`src/rtl/exe_wb_scheduler.sv`:
```
// Writeback-port scheduler for the EXE stage: reserves the single regfile write slot
// at each op's fixed latency, stalls issue on slot/WAW conflicts, and answers RAW queries.
module exe_wb_scheduler #(
    parameter int unsigned LAT_ALU  = 1,
    parameter int unsigned LAT_MEM  = 2,
    parameter int unsigned LAT_VDOT = 3,
    parameter int unsigned DEPTH    = 4,
    parameter int unsigned CNT_W    = 16
) (
    input  logic             clk,
    input  logic             rst,
    input  logic             issue_valid,
    input  logic [1:0]       issue_op,
    input  logic [4:0]       issue_rd,
    input  logic             issue_regwrite,
    input  logic             flush,
    output logic             issue_ready,
    output logic             stall,
    output logic             wb_valid,
    output logic [4:0]       wb_rd,
    output logic [1:0]       wb_sel,
    input  logic [4:0]       q_rs1,
    input  logic [4:0]       q_rs2,
    output logic             q_hazard1,
    output logic             q_hazard2,
    output logic             busy,
    output logic [CNT_W-1:0] stall_cnt,
    output logic [CNT_W-1:0] issue_cnt
);

    typedef enum logic [1:0] {
        SEL_ALU  = 2'd0,
        SEL_MEM  = 2'd1,
        SEL_VDOT = 2'd2
    } wb_sel_e;

    typedef struct packed {
        logic       valid;
        logic [4:0] rd;
        wb_sel_e    sel;
    } entry_t;

    // tab_q[i] is the writeback that happens i cycles from now; index 0 drives wb_*.
    entry_t           tab_q [DEPTH];
    entry_t           tab_d [DEPTH];
    logic [CNT_W-1:0] stall_cnt_q, stall_cnt_d;
    logic [CNT_W-1:0] issue_cnt_q, issue_cnt_d;

    int unsigned lat;
    wb_sel_e     sel_new;
    logic        need_slot;
    logic        slot_busy;
    logic        waw;

    always_comb begin
        lat     = LAT_ALU;
        sel_new = SEL_ALU;
        unique case (issue_op)
            2'd1: begin
                lat     = LAT_MEM;
                sel_new = SEL_MEM;
            end
            2'd2: begin
                lat     = LAT_VDOT;
                sel_new = SEL_VDOT;
            end
            default: begin
                lat     = LAT_ALU;
                sel_new = SEL_ALU;
            end
        endcase
        need_slot = issue_regwrite & (issue_rd != 5'd0);
    end

    // Slot conflict looks at index lat because that entry shifts into lat-1 at the edge.
    always_comb begin
        slot_busy = 1'b0;
        waw       = 1'b0;
        for (int unsigned j = 0; j < DEPTH; j++) begin
            if (j == lat && tab_q[j].valid)
                slot_busy = 1'b1;
            if (j > lat && tab_q[j].valid && tab_q[j].rd == issue_rd)
                waw = 1'b1;
        end
        issue_ready = issue_valid & ~flush & (~need_slot | (~slot_busy & ~waw));
        stall       = issue_valid & ~issue_ready & ~flush;
    end

    always_comb begin
        q_hazard1 = 1'b0;
        q_hazard2 = 1'b0;
        busy      = 1'b0;
        for (int unsigned i = 0; i < DEPTH; i++) begin
            busy = busy | tab_q[i].valid;
            if (i >= 1 && tab_q[i].valid && tab_q[i].rd == q_rs1 && q_rs1 != 5'd0)
                q_hazard1 = 1'b1;
            if (i >= 1 && tab_q[i].valid && tab_q[i].rd == q_rs2 && q_rs2 != 5'd0)
                q_hazard2 = 1'b1;
        end
    end

    always_comb begin
        for (int unsigned j = 0; j < DEPTH - 1; j++)
            tab_d[j] = tab_q[j+1];
        tab_d[DEPTH-1] = '0;
        if (issue_ready && need_slot) begin
            for (int unsigned j = 0; j < DEPTH; j++) begin
                if (j + 1 == lat) begin
                    tab_d[j].valid = 1'b1;
                    tab_d[j].rd    = issue_rd;
                    tab_d[j].sel   = sel_new;
                end
            end
        end

        stall_cnt_d = stall_cnt_q;
        if (stall && stall_cnt_q != '1)
            stall_cnt_d = stall_cnt_q + 1'b1;
        issue_cnt_d = issue_cnt_q;
        if (issue_ready && issue_cnt_q != '1)
            issue_cnt_d = issue_cnt_q + 1'b1;
    end

    always_ff @(posedge clk or posedge rst) begin
        if (rst) begin
            for (int unsigned i = 0; i < DEPTH; i++)
                tab_q[i] <= '0;
            stall_cnt_q <= '0;
            issue_cnt_q <= '0;
        end else begin
            tab_q       <= tab_d;
            stall_cnt_q <= stall_cnt_d;
            issue_cnt_q <= issue_cnt_d;
        end
    end

    assign wb_valid  = tab_q[0].valid;
    assign wb_rd     = tab_q[0].rd;
    assign wb_sel    = tab_q[0].sel;
    assign stall_cnt = stall_cnt_q;
    assign issue_cnt = issue_cnt_q;

endmodule

```
`config.mk`:
```
export PLATFORM = sky130hd
export DESIGN_NAME = exe_wb_scheduler
export DESIGN_NICKNAME = d
export VERILOG_FILES = /design/src/rtl/exe_wb_scheduler.sv
export SDC_FILE = /design/constraint.sdc
export NUM_CORES = 1
export LEC_CHECK = 0
export CAP_MARGIN = 25
export CORE_UTILIZATION = 51
export DETAILED_ROUTE_END_ITERATION = 10
export GPL_TIMING_DRIVEN = 0
export PLACE_DENSITY = 0.91
export SETUP_SLACK_MARGIN = 0.4
export SLEW_MARGIN = 20
export SYNTH_ARGS = -nofsm -noshare
export SYNTH_HDL_FRONTEND = slang
export SYNTH_SLANG_ARGS = --single-unit
```
`constraint.sdc`:
```
create_clock -name clk -period 3.9 [get_ports clk]
set_input_delay 1.17 -clock clk [delete_from_list [all_inputs] [get_ports clk]]
set_output_delay 1.17 -clock clk [all_outputs]
set_load 0.02 [all_outputs]
```
# == Word level (Yosys, flattened, before mapping) ==
# Index checks and enable logic that the tools add are counted.
# Widths: inputs -> output; s select.
# totals
in_bits,22
elab_cells,105
regBits,64
# op_classes
order_cmp,4
n_addsub,2
eq_ne,18
n_reduce_logical,31
bitwise,15
mux,21
# ops
op,n
$gt 1x32->1 const A,2
$gt 2x32->1 const A,2
$eq 5x5->1,10
$add 16x1->16 const B,2
$logic_not 32->1,1
$mux 32,1
$mux 8,4
$ne 16x16->1 const B,2
$logic_and 1x1->1,27
$reduce_bool 5->1,3
$mux 1,14
$pmux 2 s2,2
$and 1x1->1,6
$not 1->1,5
$eq 2x2->1 const A,2
$or 1x1->1,4
$eq 3x2->1 const A,1
$eq 1x2->1 const A,1
$eq 2x1->1 const B,1
$eq 2x2->1 const B,1

# == Depth between registers and ports, before layout ==
# Gate-level depths: netlist (run 1).
# logic_depth
ltp_word,17
ltp_mapped,8
depth_no_buf,7

# == Worst setup path after synthesis (run 1) ==
# Ideal clock, no wire load.
# synth_path
kind,in2out
startpoint,input port issue_op[0]
endpoint,output port issue_ready
arrival_time_ns,2.663
stages,8
slack_ns,0.067
cell_sequence,inv_1 ha_1 a22oi_1 nand2_1 a41oi_2 clkbuf_1 nor2_1 nor2_1
# synth_between
elab_chain_cells,13
elab_cells_between_ends,36
cone_classes,order compare (4); eq/ne (5); mux (9); bitwise (5); reduce/logical (13)
# synth_lines
item,line_no,text
from (decl),13,"input logic [1:0] issue_op,"
$eq 2x2->1 or $eq 2x1->1 (tied branches),58,unique case (issue_op)
$pmux 2 s2 *,58,
$gt 1x32->1,82,if (j > lat && tab_q[j].valid && tab_q[j].rd == issue_rd)
$logic_and 1x1->1 (2 in a row),82,
$mux 1 (4 in a row),82,
$not 1->1,85,issue_ready = issue_valid & ~flush & (~need_slot | (~slot_busy & ~waw));
$and 1x1->1 *,85,
$or 1x1->1 *,85,
$and 1x1->1 *,85,
to (decl),17,"output logic issue_ready,"
# Mark *: on every way between the ends. The rest lies on a longest branch, timed or not.

# == Final worst setup path (run 1) ==
# layout_path
startpoint,input port issue_op[1]
endpoint,output port issue_ready
# The elaborated chain is that of the path after synthesis.

==> flow_summary.toml, run 1 <==
[finish]
drive_gt1_share_pct = 27.1
instances_no_fill = 444
final_util_pct = 71.4
layout.nets = 396
n_fill_cell = 431
design_area_mm2 = 0.00423
antenna_cells = 0
syn2layout_area_growth_pct = 35.9

[placement]
placed_area_mm2 = 0.00391
dp_cells = 420
gp_congestion = 0.900
numPortBuffers = 66
dp_hpwl_um = 4850
dp_slack_ns = -0.941

[synthesis]
ys_ff_latch = 56
synthesis.nets = 307
synth_most_common_cell = "dfrtp_1"
avgSynthCellArea_um2 = 11.2
yosys.area_share.simple_pct = 20.3
synth_enable_flop_cells = 0
synthMuxAreaShare_pct = 7.84
ys_top_cells_by_area = "dfrtp_1, xor2_1, mux2_4, xnor2_1, ha_1"
synth_fa_ha_area_share_pct = 2.41
yosys_warnings = 0
synth_compound_area_share_pct = 5.23
synth_top_area_share_pct = 45.0
synth_top_cell_by_area = "dfrtp_1"
ys_types = 44
syn_area_mm2 = 0.00311
synth_top_family_by_area = "simple AND/OR/NAND/NOR gates"
synthFlopType = "dfrtp_1"
ys_seq_area_share_pct = 45.0
synth_common_cells = "dfrtp_1, xor2_1, xnor2_1, mux2_4, nand2_1"
async_flop_share_pct = 100
netlist_instances = 279
synthXorXnorAreaFrac_pct = 14.9

[routing]
drc = 0
wire_per_inst_um = 16.6
num_vias = 2455
viasPerCell = 5.53
ant_nets = 0
drt_iter0_markers = 214
first_pass_iters = 4
drt_wl_total_um = 7390

[floorplan]
die-area_mm2 = 0.00642
core_mm2 = 0.00592
die_y_um = 80.1
start_util_pct = 52.6
io_pins = 67
row_count = 28
die_w_um = 80.1

[setup_path]
crit_path_end_kind = "output pin"
critPathSlowestCell = "a41oi_4"
cp.arrival_ns = 2.46
cp.required_ns = 2.73
critical_path.max_fanout = 3
crit_type = "in2out"
path_cells = "buf_4 > inv_1 > ha_2 > a22oi_2 > nand2_2 > a41oi_4 > clkbuf_8 > nor2_4 > nor2_2 > buf_6"
cp-start-kind = "input pin"
critical-path-max-stage-delay_ns = 0.23

[cts]
clockBufferDepth = 2
clk_pin_slew_worst_paths_ns = 0.10
cts-root-buf = "clkbuf_8"
worstSkewPairLatency_ns = 0.30
cts.sinks = 56
htreeDepth = 2
cts_tree = "done"
cts_buffers = 5

[sta]
layout_setup_ws_ns = 0.270
rsz0062_at_grt = "true"
final_max_slew_viol_count = 0
hold_viol = 0
skew_ns = 0.00669
max_freq_ghz = 0.275
slew_headroom_pct = 54.4
min_period_ns = 3.63
setup_viol = 0
worst_slew_pin_slew_ns = 0.684
fin_crit_sh_pct = 93.1

[grt]
grt_max_degree = 57
grt_pass1_vias = 2456
grtUsageTotal_pct = 23.0
grt_pass1_wl_um = 11400
grt_antenna_before_repair = 0
grt_overflow_total = 0

[outcome]
status = "finished clean"

[power]
p_leak_uw = 0.00189
pwr_density_cell_mw_per_mm2 = 314
vdd_drop_max_uv = 237
total_power_uw = 1330

[worst_hold_path]
hold_path_class = "reg2reg"

[flow_run]
maxCapViolCount = 0
[kinds of logic after synthesis]
| kind of cell | count (synthesis) |
|---|---|
| fa+ha+maj | 6 |
| mux | 17 |
| compound gates | 22 |
| buf+inv | 22 |
| xor+xnor | 53 |
| simple gates | 103 |
| flops | 56 |
[metrics by stage]
stage               TNS, ns  hold WS, ns
floorplan                 0        0.458
global placement      -2.29        0.461
detailed placement    -2.42        0.464
CTS                       0        0.490
global route              0        0.501
finish                    0        0.487
[cell type report]
class / count / area (um2) / share of cell area, %
inverter: 5 / 23.8 / 0.562
buffer: 17 / 136 / 3.22
sequential: 56 / 1400 / 33.1
multi-input combinational: 201 / 1710 / 40.4
timing repair buffer: 82 / 773 / 18.3
tap: 75 / 93.8 / 2.22
clock inverter: 1 / 7.51 / 0.178
clock buffer: 7 / 86.3 / 2.04
[report_power, final]
part	leakage (uW)	internal [uW]	switching (uW)
clock	0.0000445	145	180
combinational	0.00108	164	162
sequential	0.000763	620	54.7
[state kept, by name, indices dropped and copies added, names as in the netlist]
name,count
wb_sel,2
tab_q,16
issue_cnt,16
wb_valid,1
wb_rd,5
stall_cnt,16
[per-layer routing]
layer  vias to the layer above  track usage, %  routed length, um
li1                       1162               -                  -
met1                      1191            28.6               3030
met2                        88            40.9               3860
met3                        14            4.09                363
met4                         0            6.43                142
met5                         -               0                  0
[timing repair]
item / in CTS / in global routing
setup buffers: 11 / 5
pin swaps: 15 / 18
hold buffers: 0 / 0
resized for setup: 90 / 23
endpoints found under the setup margin: 4 / 4
[worst max-delay path, delay by kind of cell]
family / cells / cell delay [ns]
AND/OR/NAND/NOR: 3 / 0.21
adder cells (fa/ha/maj): 1 / 0.19
buffers and inverters: 4 / 0.48
AO/OA/AOI/OAI: 2 / 0.41
[worst paths after layout]
check	startpoint	endpoint	slack (ns)	cells past startpoint
max in group asynchronous	rst	stall_cnt[3]$_DFFE_PP0P_	2.12	2
min	tab_q[17]$_DFF_PP0_	wb_sel[1]$_DFF_PP0_	0.49	1
min in group asynchronous	rst	stall_cnt[7]$_DFFE_PP0P_	1.32	2
max	issue_op[1]	issue_ready	0.27	10
max reg2reg	tab_q[10]$_DFF_PP0_	stall_cnt[15]$_DFFE_PP0P_	1.53	7
min reg2reg	tab_q[17]$_DFF_PP0_	wb_sel[1]$_DFF_PP0_	0.49	1
[placed cells by master (no fill, tap or decap), drive strengths merged, types with 4 or more instances in the layout]
master,synthesis,routed
dfrtp,56,56
clkdlybuf4s50,0,45
buf,13,42
xor2,32,32
xnor2,21,21
nor4,19,19
mux2,17,17
nand2,14,14
clkbuf,4,14
nand3,12,12
nor3,11,11
o21ai,11,11
nor2,9,9
nand4,8,8
and3,7,7
and2,6,6
ha,6,6
inv,5,5
or2,5,5
dlygate4sd2,0,4
o211ai,4,4
or4,4,4
No activity file was read; power rests on OpenSTA's default activity.
==> run 2, diff against run 1 <==
--- a/config.mk
+++ b/config.mk
@@ -6,10 +6,10 @@
 export NUM_CORES = 1
 export LEC_CHECK = 0
 export CAP_MARGIN = 25
-export CORE_UTILIZATION = 51
+export CORE_UTILIZATION = 52
 export DETAILED_ROUTE_END_ITERATION = 10
 export GPL_TIMING_DRIVEN = 0
-export PLACE_DENSITY = 0.91
+export PLACE_DENSITY = 0.93
 export SETUP_SLACK_MARGIN = 0.4
 export SLEW_MARGIN = 20
 export SYNTH_ARGS = -nofsm -noshare
==> constraint.sdc (replaced) <==
create_clock -name clk -period 4.35 [get_ports clk]
set_input_delay 1.305 -clock clk [delete_from_list [all_inputs] [get_ports clk]]
set_output_delay 1.305 -clock clk [all_outputs]
set_load 0.02 [all_outputs]
==> flow_summary.toml, run 2 (synthesis results as in run 1) <==
[sta]
final_max_slew_viol_count = 0
layout_setup_ws_ns = 0.403
max_freq_ghz = 0.253
worst_slew_pin_slew_ns = 0.685
setup_viol = 0
hold_viol = 0
setup_tns_ns = 0
slew_headroom_pct = 54.3
skew_ns = 0.00610
rsz0062_at_grt = "true"
min_period_ns = 3.95
fin_crit_sh_pct = 90.7

[worst_hold_path]
hold_path_class = "reg2reg"
hp-start = "tab_q[17]$_DFF_PP0_"
holdPathStages = 1
hold_path_end = "wb_sel[1]$_DFF_PP0_"

[floorplan]
row_count = 27
die_y_um = 79.4
die-area_mm2 = 0.00630
io_pins = 67
core_mm2 = 0.00564
die_w_um = 79.4
start_util_pct = 55.2

[cts]
cts_tree = "done"
htreeDepth = 2
ctsHoldBuffers = 0
worstSkewPairLatency_ns = 0.30
cts-root-buf = "clkbuf_8"
clk_pin_slew_worst_paths_ns = 0.09
cts.sinks = 56
clockBufferDepth = 2
cts_buffers = 5

[grt]
grt_overflow_total = 0
grt_max_degree = 57
grtUsageTotal_pct = 24.4
grt_pass1_vias = 2443
grt_pass1_wl_um = 11800
grt_antenna_before_repair = 0

[finish]
layout.nets = 393
final_cell_mix = "dfrtp_1, clkdlybuf4s50_1, xor2_1"
instances_no_fill = 437
antenna_cells = 0
final_common_cell = "dfrtp_1"
drive_gt1_share_pct = 24.1
syn2layout_area_growth_pct = 34.6

[routing]
drc = 0
met3_length_um = 356
first_pass_iters = 5
wl_met1_um = 3190
ant_nets = 0
drt_wl_total_um = 7960
wl_met2_um = 4130
top_layer = "met4"
drt_iter0_markers = 202
viasPerCell = 5.83
wire_per_inst_um = 18.2
num_vias = 2549

[placement]
gp_congestion = 0.897
dp_slack_ns = -0.806
dp_hpwl_um = 5090
dp_cells = 417
numPortBuffers = 66

[flow_run]
maxCapViolCount = 0

[setup_path]
critical_path_buf_inv_count = 3
cp_common_cell = "nor2_2"
rr_worst_depth = 7
crit_path_end_kind = "output pin"
crit_type = "in2out"
cp.required_ns = 3.04
path_cells = "buf_2 > or4_4 > o21ai_4 > clkbuf_8 > nor2_2 > nor2_2 > buf_6"
worst_r2r_endpoint = "stall_cnt[14]$_DFFE_PP0P_"
cp-start-kind = "input pin"
critPathSlowestCell = "or4_4"
reg2reg_from = "tab_q[14]$_DFF_PP0_"
regToRegSetupSlack_ns = 1.89
crit_family = "simple AND/OR/NAND/NOR gates"
critical_path.max_fanout = 5
cp.arrival_ns = 2.64
critical-path-max-stage-delay_ns = 0.57

[power]
p_leak_uw = 0.00190
vdd_drop_max_uv = 232
pwr_density_cell_mw_per_mm2 = 287

[outcome]
status = "finished clean"
## run 2: what timing repair did
action                     in CTS  in global routing
gates resized for setup        62                 32
hold endpoints to repair        0                  0
setup buffers                   8                  5
pin swaps                      11                  9
setup endpoints to repair       4                  3
## run 2: metal layers
metal | vias up | track usage, %
li1 | 1148 | -
met1 | 1263 | 29.4
met2 | 115 | 43.0
met3 | 23 | 2.51
met4 | 0 | 13.1
met5 | - | 0
## run 2: power by group
part | total, uW | switching (uW) | internal [uW]
Clock | 303 | 161 | 142
Combinational | 291 | 147 | 145
Sequential | 607 | 50.9 | 556
Total | 1200 | 358 | 843
## run 2: area by class of cell
| cell class | count | area, um2 |
|---|---|---|
| Timing Repair Buffer | 79 | 764 |
| Fill cell | 359 | 1450 |
| Inverter | 5 | 26.3 |
| Tap cell | 72 | 90.1 |
| Multi-Input combinational cell | 201 | 1680 |
| Clock buffer | 7 | 96.3 |
| Buffer | 17 | 135 |
| Sequential cell | 56 | 1400 |
## run 2: how the worst max path moves through the flow
stage                            from          end  slack [ns]  cells past startpoint
after global placement    issue_rd[2]  issue_ready       -0.71                      7
after floorplan           issue_rd[2]  issue_ready        0.47                      5
final                     issue_rd[2]  issue_ready        0.40                      7
after global routing      issue_op[0]  issue_ready        0.35                     10
after CTS                 issue_op[1]  issue_ready        0.32                     10
after detailed placement  issue_op[1]  issue_ready       -0.81                     10
## run 2: per-stage QoR
step,area [um2],utilization (%),power (uW),hold slack [ns]
finish,4190,74.3,1200,0.487
global route,4190,74.3,1250,0.499
CTS,4040,71.7,1190,0.485
detailed placement,3900,69.2,887,0.464
global placement,3900,69.1,874,0.460
floorplan,3150,-,754,0.458
==> run 3, diff against run 2 <==
--- a/config.mk
+++ b/config.mk
@@ -5,12 +5,13 @@
 export SDC_FILE = /design/constraint.sdc
 export NUM_CORES = 1
 export LEC_CHECK = 0
+export ABC_AREA = 0
 export CAP_MARGIN = 25
 export CORE_UTILIZATION = 52
 export DETAILED_ROUTE_END_ITERATION = 10
 export GPL_TIMING_DRIVEN = 0
 export PLACE_DENSITY = 0.93
-export SETUP_SLACK_MARGIN = 0.4
+export SETUP_SLACK_MARGIN = 0.2
 export SLEW_MARGIN = 20
 export SYNTH_ARGS = -nofsm -noshare
 export SYNTH_HDL_FRONTEND = slang
==> flow_summary.toml, run 3 (synthesis results as in run 1) <==
[routing]
wire_per_inst_um = 18.0
viasPerCell = 5.78
first_pass_iters = 5
drt_iter0_markers = 241
ant_nets = 0
num_vias = 2479
drc = 0
drt_wl_total_um = 7720

[floorplan]
die-area_mm2 = 0.00630
start_util_pct = 55.2
die_y_um = 79.4
io_pins = 67
core_mm2 = 0.00564
row_count = 27
die_w_um = 79.4

[finish]
final_common_cell = "dfrtp_1"
design_area_mm2 = 0.00407
syn2layout_area_growth_pct = 30.8
n_fill_cell = 378
drive_gt1_share_pct = 21.6
final_util_pct = 72.2
instances_no_fill = 429
final_cell_mix = "dfrtp_1, clkdlybuf4s50_1, xor2_1"
antenna_cells = 0
layout.nets = 386

[setup_path]
critical_path.max_fanout = 3
cp.required_ns = 3.04
crit_path_end_kind = "output pin"
crit_type = "in2out"
cp.arrival_ns = 2.84
cp-start-kind = "input pin"

[cts]
cts_buffers = 5
cts_tree = "done"
cts-root-buf = "clkbuf_8"
clockBufferDepth = 2
clk_pin_slew_worst_paths_ns = 0.09
htreeDepth = 2
worstSkewPairLatency_ns = 0.31
ctsHoldBuffers = 0
cts.sinks = 56

[power]
p_sw_uw = 352
total_power_uw = 1210
p_leak_uw = 0.00184
p_clk_share_pct = 27.1
pwr_density_cell_mw_per_mm2 = 297
pwr-share-seq_pct = 50.0
sw_frac_of_total_pct = 29.1
internal-power_uw = 859
p_comb_share_pct = 23.0
vdd_drop_max_uv = 300

[sta]
rsz0062_at_grt = "false"
setup_tns_ns = 0
setup_viol = 0
worst_slew_pin_slew_ns = 0.673
max_freq_ghz = 0.241
hold_viol = 0
slew_headroom_pct = 55.2
min_period_ns = 4.14
fin_crit_sh_pct = 95.2
skew_ns = 0.00715
final_max_slew_viol_count = 0

[worst_hold_path]
hold_path_class = "reg2reg"

[grt]
grtUsageTotal_pct = 26.0
grt_overflow_total = 0
grt_max_degree = 57
grt_antenna_before_repair = 0
grt_pass1_wl_um = 12300
grt_pass1_vias = 2477

[placement]
dp_cells = 417
dp_hpwl_um = 4880
gp_congestion = 0.934
placed_area_mm2 = 0.00387
numPortBuffers = 66

[outcome]
status = "finished clean"

[flow_run]
maxCapViolCount = 0
-- run 3: routing by layer --
layer	up-vias	track usage, %	part of all wire, %
met5	-	0	0
met4	0	12.0	3.4
met3	25	4.91	5.0
met2	109	44.7	51
met1	1205	31.4	40
li1	1140	-	-
-- run 3: repair_timing --
item	in CTS	in global routing
setup buffers	5	1
setup endpoints to repair	4	4
gates cloned	0	0
pin swaps	4	6
gates resized for setup	37	24
-- run 3: final cells by class --
cell class / instances / area [um2] / area share [%]
inverters: 5 / 21.3 / 0.522
clock inverters: 1 / 30.0 / 0.738
well taps: 72 / 90.1 / 2.21
clock buffers: 5 / 68.8 / 1.69
plain buffers: 17 / 133 / 3.26
flip-flops and latches: 56 / 1400 / 34.4
repair buffers: 72 / 673 / 16.5
multi-input cells: 201 / 1650 / 40.6
-- run 3: path summary, 6_finish.rpt --
kind	startpoint	to	slack, ns	cells after the start
worst min-delay path	tab_q[17]$_DFF_PP0_	wb_sel[1]$_DFF_PP0_	0.49	1
worst min register to register	tab_q[17]$_DFF_PP0_	wb_sel[1]$_DFF_PP0_	0.49	1
worst max register to register	tab_q[14]$_DFF_PP0_	stall_cnt[15]$_DFFE_PP0P_	2.00	7
worst max-delay path	q_rs1[0]	q_hazard1	0.21	6
max in group asynchronous	rst	tab_q[21]$_DFF_PP0_	2.45	2
min in group asynchronous	rst	stall_cnt[7]$_DFFE_PP0P_	1.44	2
-- run 3: worst max-delay path: stages --
cell and delay, ns:
clkdlybuf4s50_1 0.49, xor2_1 0.19, nor4_1 0.32, nand3_1 0.13, a21oi_2 0.20, buf_2 0.19
-- run 3: power groups by stage --
stage | sequential [uW] | clock, uW | combinational, uW
floorplan | 645 | 0 | 105
global placement | 611 | 0 | 260
detailed placement | 614 | 0 | 266
CTS | 604 | 328 | 273
global route | 613 | 350 | 296
finish | 605 | 328 | 278
-- run 3: per-stage QoR --
stage / setup WS, ns / hold WS [ns]
final: 0.208 / 0.492
after detailed placement: -0.970 / 0.472
after CTS: 0.134 / 0.493
after floorplan: 0.247 / 0.458
after global placement: -0.937 / 0.459
after global routing: 0.192 / 0.510
